<file path="src/rtl/product_bcd_converter_if.sv">
// Handshake and result bundle between the multiplier-side controller and the BCD converter.
interface product_bcd_converter_if #(
  parameter int WIDTH = 8
) ();
  logic             start;
  logic [WIDTH-1:0] product;
  logic             busy;
  logic             done;
  logic [3:0]       bcd_hundreds;
  logic [3:0]       bcd_tens;
  logic [3:0]       bcd_ones;

  modport master (
    output start, product,
    input  busy, done, bcd_hundreds, bcd_tens, bcd_ones
  );

  modport slave (
    input  start, product,
    output busy, done, bcd_hundreds, bcd_tens, bcd_ones
  );
endinterface

</file>
<file path="src/rtl/product_bcd_converter.sv">
// Sequential shift-and-add-3 binary-to-BCD converter for the multiplier product.
// Digit outputs are updated only when a conversion completes.
module product_bcd_converter #(
  parameter int WIDTH = 8
) (
  input  logic                     Clock,
  input  logic                     Resetn,
  product_bcd_converter_if.slave   bus
);

  localparam logic [0:0] IDLE  = 1'b0;
  localparam logic [0:0] SHIFT = 1'b1;
  localparam logic [3:0] STEPS = 4'(WIDTH);

  logic [0:0]       state;
  logic [WIDTH-1:0] shreg;
  logic [11:0]      scratch;
  logic [11:0]      scratch_adj;
  logic [11:0]      scratch_nxt;
  logic [3:0]       cnt;
  logic             busy_r;
  logic             done_r;
  logic [3:0]       hundreds_r;
  logic [3:0]       tens_r;
  logic [3:0]       ones_r;

  function automatic logic [3:0] add3(input logic [3:0] d);
    return (d >= 4'd5) ? d + 4'd3 : d;
  endfunction

  // Digits are corrected independently before the shift; no inter-digit carry.
  always_comb begin
    scratch_adj = {add3(scratch[11:8]), add3(scratch[7:4]), add3(scratch[3:0])};
    scratch_nxt = {scratch_adj[10:0], shreg[WIDTH-1]};
  end

  always_ff @(posedge Clock or negedge Resetn) begin
    if (!Resetn) begin
      state      <= IDLE;
      shreg      <= '0;
      scratch    <= '0;
      cnt        <= '0;
      busy_r     <= 1'b0;
      done_r     <= 1'b0;
      hundreds_r <= '0;
      tens_r     <= '0;
      ones_r     <= '0;
    end else begin
      case (state)
        IDLE: begin
          done_r <= 1'b0;
          if (bus.start) begin
            shreg   <= bus.product;
            scratch <= '0;
            cnt     <= STEPS;
            busy_r  <= 1'b1;
            state   <= SHIFT;
          end
        end
        SHIFT: begin
          scratch <= scratch_nxt;
          shreg   <= {shreg[WIDTH-2:0], 1'b0};
          cnt     <= cnt - 4'd1;
          // Last step: publish the post-step scratch, never an intermediate value.
          if (cnt == 4'd1) begin
            hundreds_r <= scratch_nxt[11:8];
            tens_r     <= scratch_nxt[7:4];
            ones_r     <= scratch_nxt[3:0];
            done_r     <= 1'b1;
            busy_r     <= 1'b0;
            state      <= IDLE;
          end
        end
        default: state <= IDLE;
      endcase
    end
  end

  assign bus.busy         = busy_r;
  assign bus.done         = done_r;
  assign bus.bcd_hundreds = hundreds_r;
  assign bus.bcd_tens     = tens_r;
  assign bus.bcd_ones     = ones_r;

endmodule

</file>
<file path="src/flat_wrapper.sv">
// flat-port wrapper written by rule: the top's interface ports become plain ports
module product_bcd_converter_flat 
#(
  parameter int WIDTH = 8
)
  (Clock, Resetn, bus_start, bus_product, bus_busy, bus_done, bus_bcd_hundreds, bus_bcd_tens, bus_bcd_ones);
  product_bcd_converter_if #(.WIDTH(WIDTH)) bus_i ();
  input  logic Clock;
  input  logic Resetn;
  input wire logic [$bits(bus_i.start)-1:0] bus_start;
  input wire logic [$bits(bus_i.product)-1:0] bus_product;
  output wire logic [$bits(bus_i.busy)-1:0] bus_busy;
  output wire logic [$bits(bus_i.done)-1:0] bus_done;
  output wire logic [$bits(bus_i.bcd_hundreds)-1:0] bus_bcd_hundreds;
  output wire logic [$bits(bus_i.bcd_tens)-1:0] bus_bcd_tens;
  output wire logic [$bits(bus_i.bcd_ones)-1:0] bus_bcd_ones;
  assign bus_i.start = bus_start;
  assign bus_i.product = bus_product;
  assign bus_busy = bus_i.busy;
  assign bus_done = bus_i.done;
  assign bus_bcd_hundreds = bus_i.bcd_hundreds;
  assign bus_bcd_tens = bus_i.bcd_tens;
  assign bus_bcd_ones = bus_i.bcd_ones;
  product_bcd_converter #(.WIDTH(WIDTH)) u_core (.Clock(Clock), .Resetn(Resetn), .bus(bus_i));
endmodule
</file>
<file path="config.mk">
export PLATFORM = sky130hd
export DESIGN_NAME = product_bcd_converter_flat
export DESIGN_NICKNAME = d
export VERILOG_FILES = /design/src/rtl/product_bcd_converter_if.sv /design/src/rtl/product_bcd_converter.sv /design/src/flat_wrapper.sv
export SDC_FILE = /design/constraint.sdc
export NUM_CORES = 1
export LEC_CHECK = 0
export ABC_AREA = 1
export BUFFER_PORTS_ARGS = -buffer_cell sky130_fd_sc_hd__buf_2
export CAP_MARGIN = 20
export CORE_MARGIN = 2
export CORE_UTILIZATION = 51
export CTS_CLUSTER_DIAMETER = 100
export DETAILED_ROUTE_END_ITERATION = 16
export MAX_ROUTING_LAYER = met4
export PLACE_DENSITY = 0.75
export RECOVER_POWER = 50
export SLEW_MARGIN = 5
export SYNTH_ARGS = -nofsm -noshare
export SYNTH_HDL_FRONTEND = slang
export SYNTH_SLANG_ARGS = --single-unit
</file>
<file path="constraint.sdc">
create_clock -name Clock -period 1.2 [get_ports Clock]
set_input_delay 0.12 -clock Clock [delete_from_list [all_inputs] [get_ports Clock]]
set_output_delay 0.12 -clock Clock [all_outputs]
set_load 0.01 [all_outputs]
</file>
==> reports/results.txt <==
Status - finished with violations
Failing checks - hold timing, setup timing
First-pass GRT wire length - 6975 um
Internal - 3.948 mW
Cts bufs inserted - 5
Global route overflow - 0
Max Clock Skew - 0.01147 ns
Port bufs - 24
Sequential share of power - 34.1%
Std cell rows - 21
Total GRT Usage - 23.05%
Post-route insts no fill - 321
Routed Antenna Nets - 0
Seq/Total Area, Yosys - 52.63%
Syn Nets - 237
Max-Cap Viols - 0
Clock Latency Late Sink - 0.36 ns
Dpl hpwl - 2744 um
CTS tree - yes
Pre-antenna DRT Iters - 4
Min Hold Slack - -0.0004280 ns
Least-Margin Pin Slew - 0.5249 ns
Setup violators final - 8
Slowest cell on crit path - dfrtp_2
Worst Setup End Kind - flop
IO Count - 25
Net Sw Power - 3.230 mW
Final net count - 294
Max Root-Sink Buffers - 2
Die area - 4134 um^2
Post-Syn Area - 1854 um^2
Max Fanout on Critical Path - 4
H-tree levels - 2
FMAX - 764.5 MHz
YS warnings - 0
Root Buffer - clkbuf_4
Antenna Cells - 0
Routed via count - 1,731
Fin. Hold Viols - 1
Most used cell, CP - inv_2
CP startpoint kind - flop
Period Utilization, post-route - 109.0%
Clock Power Share - 9.9%
DRC violation count after routing - 0
Switch share - 45.00%
Crit path cell chain - inv_2 -> ha_4 -> inv_2 -> nand2_2 -> nand4_1 -> nand3_1 -> nand2_1
Synth unique cells - 19
Share of layout cells above drive strength 1 - 37.45%
Critical path data arrival time - 1.55 ns
Bufs and invs on worst path - 2
Pwr per Cell Area - 2837 nW/um^2
Leakage - 1.269 nW
Syn Area/Cell - 8.506 um^2
# clock sinks - 39
Tmin final - 1.308 ns
Max-slew headroom - 65.01%
Vias in the first global route - 1,655
Initial antenna violation count - 0
Die Y - 64.30 um
Clock slew at reported path FFs - 0.11 ns
DP Cell Count - 300
WP data required - 1.45 ns
RSZ-0062 raised after global routing - true
Final GP Congestion - 0.9326
DR iter-0 viols - 185
Layout area overhead - 36.44%
Die outline width - 64.30 um
Setup CP Type - flop to flop
Wirelength, routed - 4696 um
Core box area - 3416 um^2
Final Max Tran Viols - 0
Maximum vdd drop - 0.001402 V
Post-layout util - 74.07%
Drt via density - 5.393
Starting Density - 54.29%
Top delay family on crit path - flip-flops
Min-Delay Path Class - primary input to flop
Setup WS post-layout - -0.1081 ns
Logic pwr share - 56.0%
Max stage delay on crit path - 0.47 ns
Synth Instances - 218
Largest net degree at the start of global routing - 40
Routed wire per std cell - 14.63 um
Yosys reg bits - 39
[worst paths after layout]
kind	from	end	slack, ns	depth (start not counted)
max	u_core.scratch[8]	u_core.bus.bcd_hundreds[2]	-0.11	7
min	bus_product[7]	u_core.shreg[7]	-0.0004	3
max reg2reg	u_core.scratch[8]	u_core.bus.bcd_hundreds[2]	-0.11	7
min reg2reg	u_core.bus.bcd_ones[2]	u_core.bus.bcd_ones[2]	0.49	2
max in group asynchronous	Resetn	u_core.state	0.44	3
min in group asynchronous	Resetn	u_core.bus.bcd_ones[2]	0.37	3
[stage by stage]
stage / total power [mW] / setup TNS, ns / setup WS, ns / area (um^2)
detailed placement: 5.428 / -0.6690 / -0.09835 / 2157
global route: 7.685 / -0.9937 / -0.1164 / 2530
finish: 7.178 / -0.2633 / -0.1081 / 2530
global placement: 5.309 / -0.09851 / -0.02212 / 2157
CTS: 6.254 / 0 / 0.005353 / 2316
floorplan: 4.326 / 0 / 0.02039 / 1854
[worst register-to-register path: stages (launching register included)]
cell and delay, ns:
dfrtp_2 0.47, inv_2 0.09, ha_4 0.13, inv_2 0.04, nand2_2 0.08, nand4_1 0.16, nand3_1 0.14, nand2_1 0.08
[flip-flops by register name, indices dropped and copies added (netlist names)]
signal / count
u_core.scratch: 12
u_core.bus.bcd_tens: 4
u_core.bus.done: 1
u_core.cnt: 4
u_core.shreg: 8
u_core.bus.bcd_hundreds: 4
u_core.bus.bcd_ones: 4
u_core.bus.busy: 1
u_core.state: 1
[per-layer routing]
layer  share of wire, %  global-route usage (%)  vias up
li1                   -                       -      825
met1                 41                   25.43      832
met2                 52                   39.06       60
met3                4.9                   6.866       14
met4                2.1                   9.309        0
met5                  0                       -        -
[cell type report]
type | instances | area, um^2
Sequential cell | 39 | 979.7
Multi-Input combinational cell | 153 | 940.9
Fill cell | 240 | 885.9
Timing Repair Buffer | 55 | 409.1
Inverter | 21 | 86.33
Tap cell | 46 | 57.56
Clock buffer | 6 | 51.30
Clock inverter | 1 | 5.005
[power groups by stage]
stage	clock [mW]	sequential (mW)	combinational [mW]
finish	0.708	2.45	4.02
global route	0.778	2.52	4.39
CTS	0.709	2.35	3.19
detailed placement	0	2.37	3.06
global placement	0	2.34	2.97
floorplan	0	2.40	1.93
[synthesized netlist by cell type]
cell	count	area [um^2]
nor2_1	5	18.77
buf_2	2	10.01
nand2_1	82	307.8
nand3_1	26	130.1
buf_6	2	22.52
o21ai_0	13	65.06
ha_1	8	100.1
nand3_2	1	10.01
nand2_4	1	11.26
xnor2_1	1	8.760
inv_2	3	11.26
inv_1	18	67.56
dfrtp_1	39	975.9
buf_4	1	7.510
nand4_1	7	43.79
nor2_4	1	11.26
o211ai_1	2	15.01
nor2_2	1	6.260
o22ai_1	5	31.28
[cell usage in the layout, fill, tap and decap left out, types with 2 or more instances in the layout]
master,Yosys,final
o22ai_1,5,5
buf_12,0,2
inv_1,18,8
o21ai_1,0,4
nand3_1,26,20
o21ai_0,13,8
nand3_2,1,4
buf_4,1,18
nand3_4,0,3
clkbuf_4,0,6
dlygate4sd3_1,0,8
o211ai_1,2,2
inv_2,3,11
dfrtp_1,39,36
nand4_1,7,7
dfrtp_2,0,3
nand2_1,82,67
nand2_2,0,13
nor2_1,5,5
ha_4,0,6
nand2_4,1,3
buf_2,2,24
[repair_timing]
item | 4_1_cts | 5_1_grt
gates resized for setup | 10 | 54
setup buffers | 1 | 5
pin swaps | 0 | 26
cloned | 0 | 0
hold buffers | 7 | 1
hold endpoints to repair | 45 | 1
endpoints found under the setup margin | 18 | 26
[cells by family after synthesis]
kind of cell	after synthesis	share of synthesized area (%)
AOI/OAI and AO/OA	20	6.005
buffers and inverters	26	6.410
xor gates and xnor gates	1	0.4724
adders and majority gates	8	5.398
DFF	39	52.63
and+or+nand+nor	124	29.08
Note: power is estimated with default switching activity, not from simulation.
